$ cat src/rtl/branch_target_predictor.sv
// Direct-mapped BTB with per-entry saturating direction counters: combinational
// fetch-time prediction, EX-time mispredict detection, training and perf counters.
module branch_target_predictor #(
    parameter int XLEN    = 32,
    parameter int ENTRIES = 16,
    parameter int CTR_W   = 2,
    parameter int PERF_W  = 32
) (
    input  logic              clk,
    input  logic              rst,
    input  logic [XLEN-1:0]   if_pc,
    output logic              if_hit,
    output logic              if_pred_taken,
    output logic [XLEN-1:0]   if_pred_npc,
    input  logic              ex_valid,
    input  logic              ex_is_jump,
    input  logic [XLEN-1:0]   ex_pc,
    input  logic              ex_taken,
    input  logic [XLEN-1:0]   ex_target,
    input  logic              ex_pred_taken,
    input  logic [XLEN-1:0]   ex_pred_npc,
    output logic              ex_mispredict,
    output logic [XLEN-1:0]   ex_redirect_pc,
    output logic [PERF_W-1:0] perf_branches,
    output logic [PERF_W-1:0] perf_mispredicts
);
    localparam int IDX_W = $clog2(ENTRIES);
    localparam int TAG_W = XLEN - IDX_W - 2;
    localparam logic [CTR_W-1:0]  CTR_MAX  = {CTR_W{1'b1}};
    localparam logic [CTR_W-1:0]  CTR_WT   = CTR_W'(1) << (CTR_W - 1);
    localparam logic [CTR_W-1:0]  CTR_WNT  = CTR_WT - CTR_W'(1);
    localparam logic [PERF_W-1:0] PERF_MAX = {PERF_W{1'b1}};

    logic              valid_q  [ENTRIES];
    logic              valid_d  [ENTRIES];
    logic [TAG_W-1:0]  tag_q    [ENTRIES];
    logic [TAG_W-1:0]  tag_d    [ENTRIES];
    logic [XLEN-1:0]   target_q [ENTRIES];
    logic [XLEN-1:0]   target_d [ENTRIES];
    logic              jump_q   [ENTRIES];
    logic              jump_d   [ENTRIES];
    logic [CTR_W-1:0]  ctr_q    [ENTRIES];
    logic [CTR_W-1:0]  ctr_d    [ENTRIES];
    logic [PERF_W-1:0] perf_branches_q, perf_branches_d;
    logic [PERF_W-1:0] perf_mispredicts_q, perf_mispredicts_d;

    logic [IDX_W-1:0] if_idx, ex_idx;
    logic [TAG_W-1:0] if_tag, ex_tag;
    logic             ex_hit;

    assign if_idx = if_pc[IDX_W+1:2];
    assign if_tag = if_pc[XLEN-1:IDX_W+2];
    assign ex_idx = ex_pc[IDX_W+1:2];
    assign ex_tag = ex_pc[XLEN-1:IDX_W+2];

    // Lookup reads registered state only, so a same-cycle update is not bypassed.
    always_comb begin
        if_hit        = valid_q[if_idx] && (tag_q[if_idx] == if_tag);
        if_pred_taken = if_hit && (jump_q[if_idx] || ctr_q[if_idx][CTR_W-1]);
        if_pred_npc   = if_pred_taken ? target_q[if_idx] : if_pc + XLEN'(4);
    end

    // ex_valid qualifies every ex_* input for exactly one cycle; there is no
    // back-pressure, the predictor always accepts the resolved branch.
    assign ex_hit         = valid_q[ex_idx] && (tag_q[ex_idx] == ex_tag);
    assign ex_mispredict  = ex_valid && ((ex_pred_taken != ex_taken) ||
                                         (ex_taken && (ex_pred_npc != ex_target)));
    assign ex_redirect_pc = ex_taken ? ex_target : ex_pc + XLEN'(4);

    always_comb begin
        valid_d  = valid_q;
        tag_d    = tag_q;
        target_d = target_q;
        jump_d   = jump_q;
        ctr_d    = ctr_q;
        if (ex_valid) begin
            if (ex_hit) begin
                if (ex_taken) begin
                    target_d[ex_idx] = ex_target;
                    if (ctr_q[ex_idx] != CTR_MAX) ctr_d[ex_idx] = ctr_q[ex_idx] + CTR_W'(1);
                end else if (ctr_q[ex_idx] != '0) begin
                    ctr_d[ex_idx] = ctr_q[ex_idx] - CTR_W'(1);
                end
                jump_d[ex_idx] = ex_is_jump;
                if (ex_is_jump) ctr_d[ex_idx] = CTR_MAX;
            end else if (ex_taken) begin
                // Allocate on taken; whatever lived in this slot is simply replaced.
                valid_d[ex_idx]  = 1'b1;
                tag_d[ex_idx]    = ex_tag;
                target_d[ex_idx] = ex_target;
                jump_d[ex_idx]   = ex_is_jump;
                ctr_d[ex_idx]    = ex_is_jump ? CTR_MAX : CTR_WT;
            end
        end
    end

    always_comb begin
        perf_branches_d    = perf_branches_q;
        perf_mispredicts_d = perf_mispredicts_q;
        if (ex_valid && (perf_branches_q != PERF_MAX))
            perf_branches_d = perf_branches_q + PERF_W'(1);
        if (ex_mispredict && (perf_mispredicts_q != PERF_MAX))
            perf_mispredicts_d = perf_mispredicts_q + PERF_W'(1);
    end

    always_ff @(posedge clk) begin
        if (rst) begin
            for (int i = 0; i < ENTRIES; i++) begin
                valid_q[i]  <= 1'b0;
                tag_q[i]    <= '0;
                target_q[i] <= '0;
                jump_q[i]   <= 1'b0;
                ctr_q[i]    <= CTR_WNT;
            end
            perf_branches_q    <= '0;
            perf_mispredicts_q <= '0;
        end else begin
            valid_q            <= valid_d;
            tag_q              <= tag_d;
            target_q           <= target_d;
            jump_q             <= jump_d;
            ctr_q              <= ctr_d;
            perf_branches_q    <= perf_branches_d;
            perf_mispredicts_q <= perf_mispredicts_d;
        end
    end

    assign perf_branches    = perf_branches_q;
    assign perf_mispredicts = perf_mispredicts_q;

endmodule

$ cat config.mk
export PLATFORM = sky130hd
export DESIGN_NAME = branch_target_predictor
export DESIGN_NICKNAME = d
export VERILOG_FILES = /design/src/rtl/branch_target_predictor.sv
export SDC_FILE = /design/constraint.sdc
export NUM_CORES = 2
export LEC_CHECK = 0
export CORE_ASPECT_RATIO = 1.5
export CORE_MARGIN = 2
export CORE_UTILIZATION = 55
export DETAILED_ROUTE_END_ITERATION = 10
export PLACE_DENSITY_LB_ADDON = 0.2
export SLEW_MARGIN = 20
export SYNTH_ARGS = -nofsm -noshare
export SYNTH_HDL_FRONTEND = slang
export SYNTH_SLANG_ARGS = --single-unit
$ cat constraint.sdc
create_clock -name clk -period 12.1 [get_ports clk]
set_clock_uncertainty 0.15 [all_clocks]
set_input_delay 3.63 -clock clk [delete_from_list [all_inputs] [get_ports clk]]
set_output_delay 3.63 -clock clk [all_outputs]
set_load 0.02 [all_outputs]
==> impl_results.md <==
* Slew Limit Fails at 0
* Peak ir drop on the vdd network at 0.127 mV
* PortBufs at 264
* Yosys reg bits at 1056
* Syn Inst Count at 6275
* Async set-reset flop share out of synthesis at 0%
* Syn Area/Cell at 8.60 sq um
* Area occupied by multi-input gates at 30000 sq um
* Top cells by area, synth: dfxtp_1 (39%), mux4_2 (15%), a21oi_1 (9.4%), nand2_1 (8.1%), nand3_1 (4.4%)
* Initial antenna violation count at 21
* Full die area at 101000 sq um
* Clock slew at reported path FFs at 60 ps
* Final min period at 11880 ps
* Critical path depth at 12
* Rows at 140
* Failing checks: design-rule violations
* Outcome: complete, but fails checks
* Clk_lat worst skew at 750 ps
* Detail Route Antenna Nets at 0
* Sequential cell area at 21100 sq um
* Worst reg-to-reg setup slack at 7390 ps
* Initial Util at 55.5%
* Library cells used by synthesis at 71
* # setup viols final at 0
* Area Growth Syn to Fin at 11.7%
* Bufs on Longest Clock Path at 3
* EDFF count, synth at 0
* Die extent in x at 260 microns
* Critical path destination: if_pred_npc[10]
* Grt total ovfl at 0
* CP arrival at 8100 ps
* Setup bufs post-CTS at 0
* Detailed placement HPWL at 127 mm
* Fin nets at 6225
* DR pass1 iterations at 10
* First-pass GRT wire length at 317 mm
* R2R Path End: ctr_q[26]
* Worst Hold Class: register to register
* Final hold vios at 0
* Util after Layout at 62.0%
* Total CTS buffers at 100
* Cell chain of the critical path: buf_12, buf_4, mux4_2, mux4_2, xnor2_1, nand4_1, nor4_1, and4b_1, and2b_2, buf_4, mux2_1, clkdlybuf4s50_1
* Max Clk Rate at 84.2 MHz
* WL/cell at 29.4 microns
* Worst reg2reg startpoint: ctr_q[14]
* DRC at 2
* Crit end category: output pin
* CP Launch Point: if_pc[2]
* Hold Slack at 302 ps
* GRT Total Usage at 42.2%
* Fillers at 8210
* RSZ-0062 raised after global routing: false
* Headroom to the max-slew limit at 9.98%
* Clock sinks at 1056
* Worst Setup Path Type: input pin to output pin
* Measured slew at the worst slew-check pin at 1350 ps
* Htree depth at 3
* Max cap viols at 0
* Post-synthesis sequential area ratio at 39.2%
* Syn nets at 6418
* Period utilisation layout at 98.2%
* Power per cell area at 126 nW/um^2
* Synthesized area at 53900 sq um
* Slowest-stage cell, CP: clkdlybuf4s50_1
* Family with the most delay on the worst path: multiplexers
* CP peak stage delay at 590 ps
* Largest net degree at the start of global routing at 241
* CTS tree: done
* 1st-iter DRT viols at 8268
* Post-synth top flop: dfxtp_1
* Post-synthesis cell type with the largest combined area: dfxtp_1
* Die height at 388 microns
* Vias per cell at 6.99
* Leak Pwr at 19.6 nW
* # IOs at 265
* Root buf cell: clkbuf_16
* Vias in the first global route at 48700
* WL final at 219 mm
* Layout cells sized above 1 at 12.3%
* CP Launch Type: input pin
* Setup total negative slack at 0 ps
* GP Congestion at 0.958
* Yosys top cell area share at 39.2%
* Core area at 97200 sq um
* Synth warnings at 0
* Critical Path Fanout Max at 45
* R2R cell count at 12
* Buf/Inv on CP at 4
* Worst EP required at 8320 ps
* Via count at 52000
==> cell type report <==
class / count / area share, %
flip-flops and latches: 1056 / 35.1
clock inverters: 42 / 0.847
well taps: 1278 / 2.65
clock buffers: 139 / 4.75
diodes: 4 / 0.0166
repair buffers: 421 / 6.62
inverters: 30 / 0.191
multi-input cells: 4473 / 49.9
==> cells by family (layout without fill, tap and decap cells) <==
| family | count (synthesis) | count (layout) | share of synthesized area [%] |
|---|---|---|---|
| simple gates | 2013 | 2013 | 16.2 |
| compound gates | 1699 | 1699 | 16.9 |
| flops | 1056 | 1056 | 39.2 |
| buf+inv | 746 | 632 | 5.62 |
| mux | 565 | 565 | 18.9 |
| xor+xnor | 187 | 187 | 3.04 |
| fa+ha+maj | 9 | 9 | 0.209 |
| other cells | 0 | 4 | 0 |
==> layer usage <==
| metal | GRT usage [%] | wire (microns) |
|---|---|---|
| met5 | 0 | 154 |
| met4 | 31.3 | 19300 |
| met3 | 14.8 | 32200 |
| met2 | 61.9 | 94100 |
| met1 | 50.9 | 72900 |
==> sequential cells by signal (all words and copies together) (netlist names) <==
signal,count
perf_mispredicts,32
target_q,512
valid_q,16
perf_branches,32
tag_q,416
jump_q,16
ctr_q,32
==> synthesized netlist by cell type, types with 18 or more instances <==
cell / instances
a21oi_1: 1011
xor2_1: 78
a211oi_1: 25
nand4_1: 32
clkbuf_1: 590
inv_1: 28
mux2_1: 28
dfxtp_1: 1056
a22oi_1: 36
buf_1: 30
mux4_2: 358
mux2i_1: 164
buf_2: 66
nor3_1: 44
xnor2_1: 109
nand2_1: 1164
nor2_1: 151
o22ai_1: 36
nand2b_1: 29
a221oi_1: 24
nor4_1: 18
o21ai_0: 468
and3_1: 25
nand3_1: 474
or3_1: 20
o211ai_1: 19
buf_4: 18
==> per-stage QoR <==
stage                     power, W  area, sq um  worst slack [ps]  std cells
final                      0.00757        60300               220       7443
after global routing       0.00771        60300               151       7439
after CTS                  0.00752        60200               194       7438
after detailed placement   0.00429        56900               202       7257
after global placement     0.00429        56900               275       7257
after floorplan            0.00400        53900              1490       6275
==> where the power goes <==
group | internal, W | leakage (nW) | switching (W)
logic | 0.000239 | 9.44 | 0.000491
clock network | 0.00183 | 1.66 | 0.00149
registers | 0.00350 | 8.51 | 0.0000196
==> cells in the final DEF (no fill, tap or decap), drive strengths merged, types with 29 or more instances in the layout <==
cell type and n:
mux2 43, inv 32, nor2 151, mux2i 164
o22ai 36, clkinv 29, nand4 32, xnor2 109
xor2 78, clkdlybuf4s50 253, a22oi 36, nand2 1164
dfxtp 1056, clkbuf 140, nand3 474, o21ai 468
nand2b 29, a21oi 1011, nor3 44, buf 167
mux4 358
==> worst min-delay path by stage <==
stage	endpoint	cells past startpoint	slack [ps]	startpoint
floorplan	target_q[160]	2	280	target_q[160]
global placement	target_q[29]	2	290	target_q[29]
detailed placement	target_q[80]	2	290	target_q[80]
CTS	target_q[80]	2	300	target_q[80]
global route	target_q[167]	2	320	target_q[167]
finish	target_q[350]	2	300	target_q[350]
==> repair_timing <==
action,CTS,global route
hold buffers,0,0
gates resized for setup,0,2
endpoints found under the setup margin,0,24
==> worst register-to-register path: stages (launching register included) <==
cell and delay (ps):
dfxtp_1 430, mux4_2 290, mux4_2 310, inv_1 60
ha_1 200, nand2b_1 640, a21boi_2 910, nand2_1 700
o22a_1 350, o22a_1 200, nor2_1 90, mux2_2 160
o22ai_1 70
Note: power is estimated with default switching activity, not from simulation.
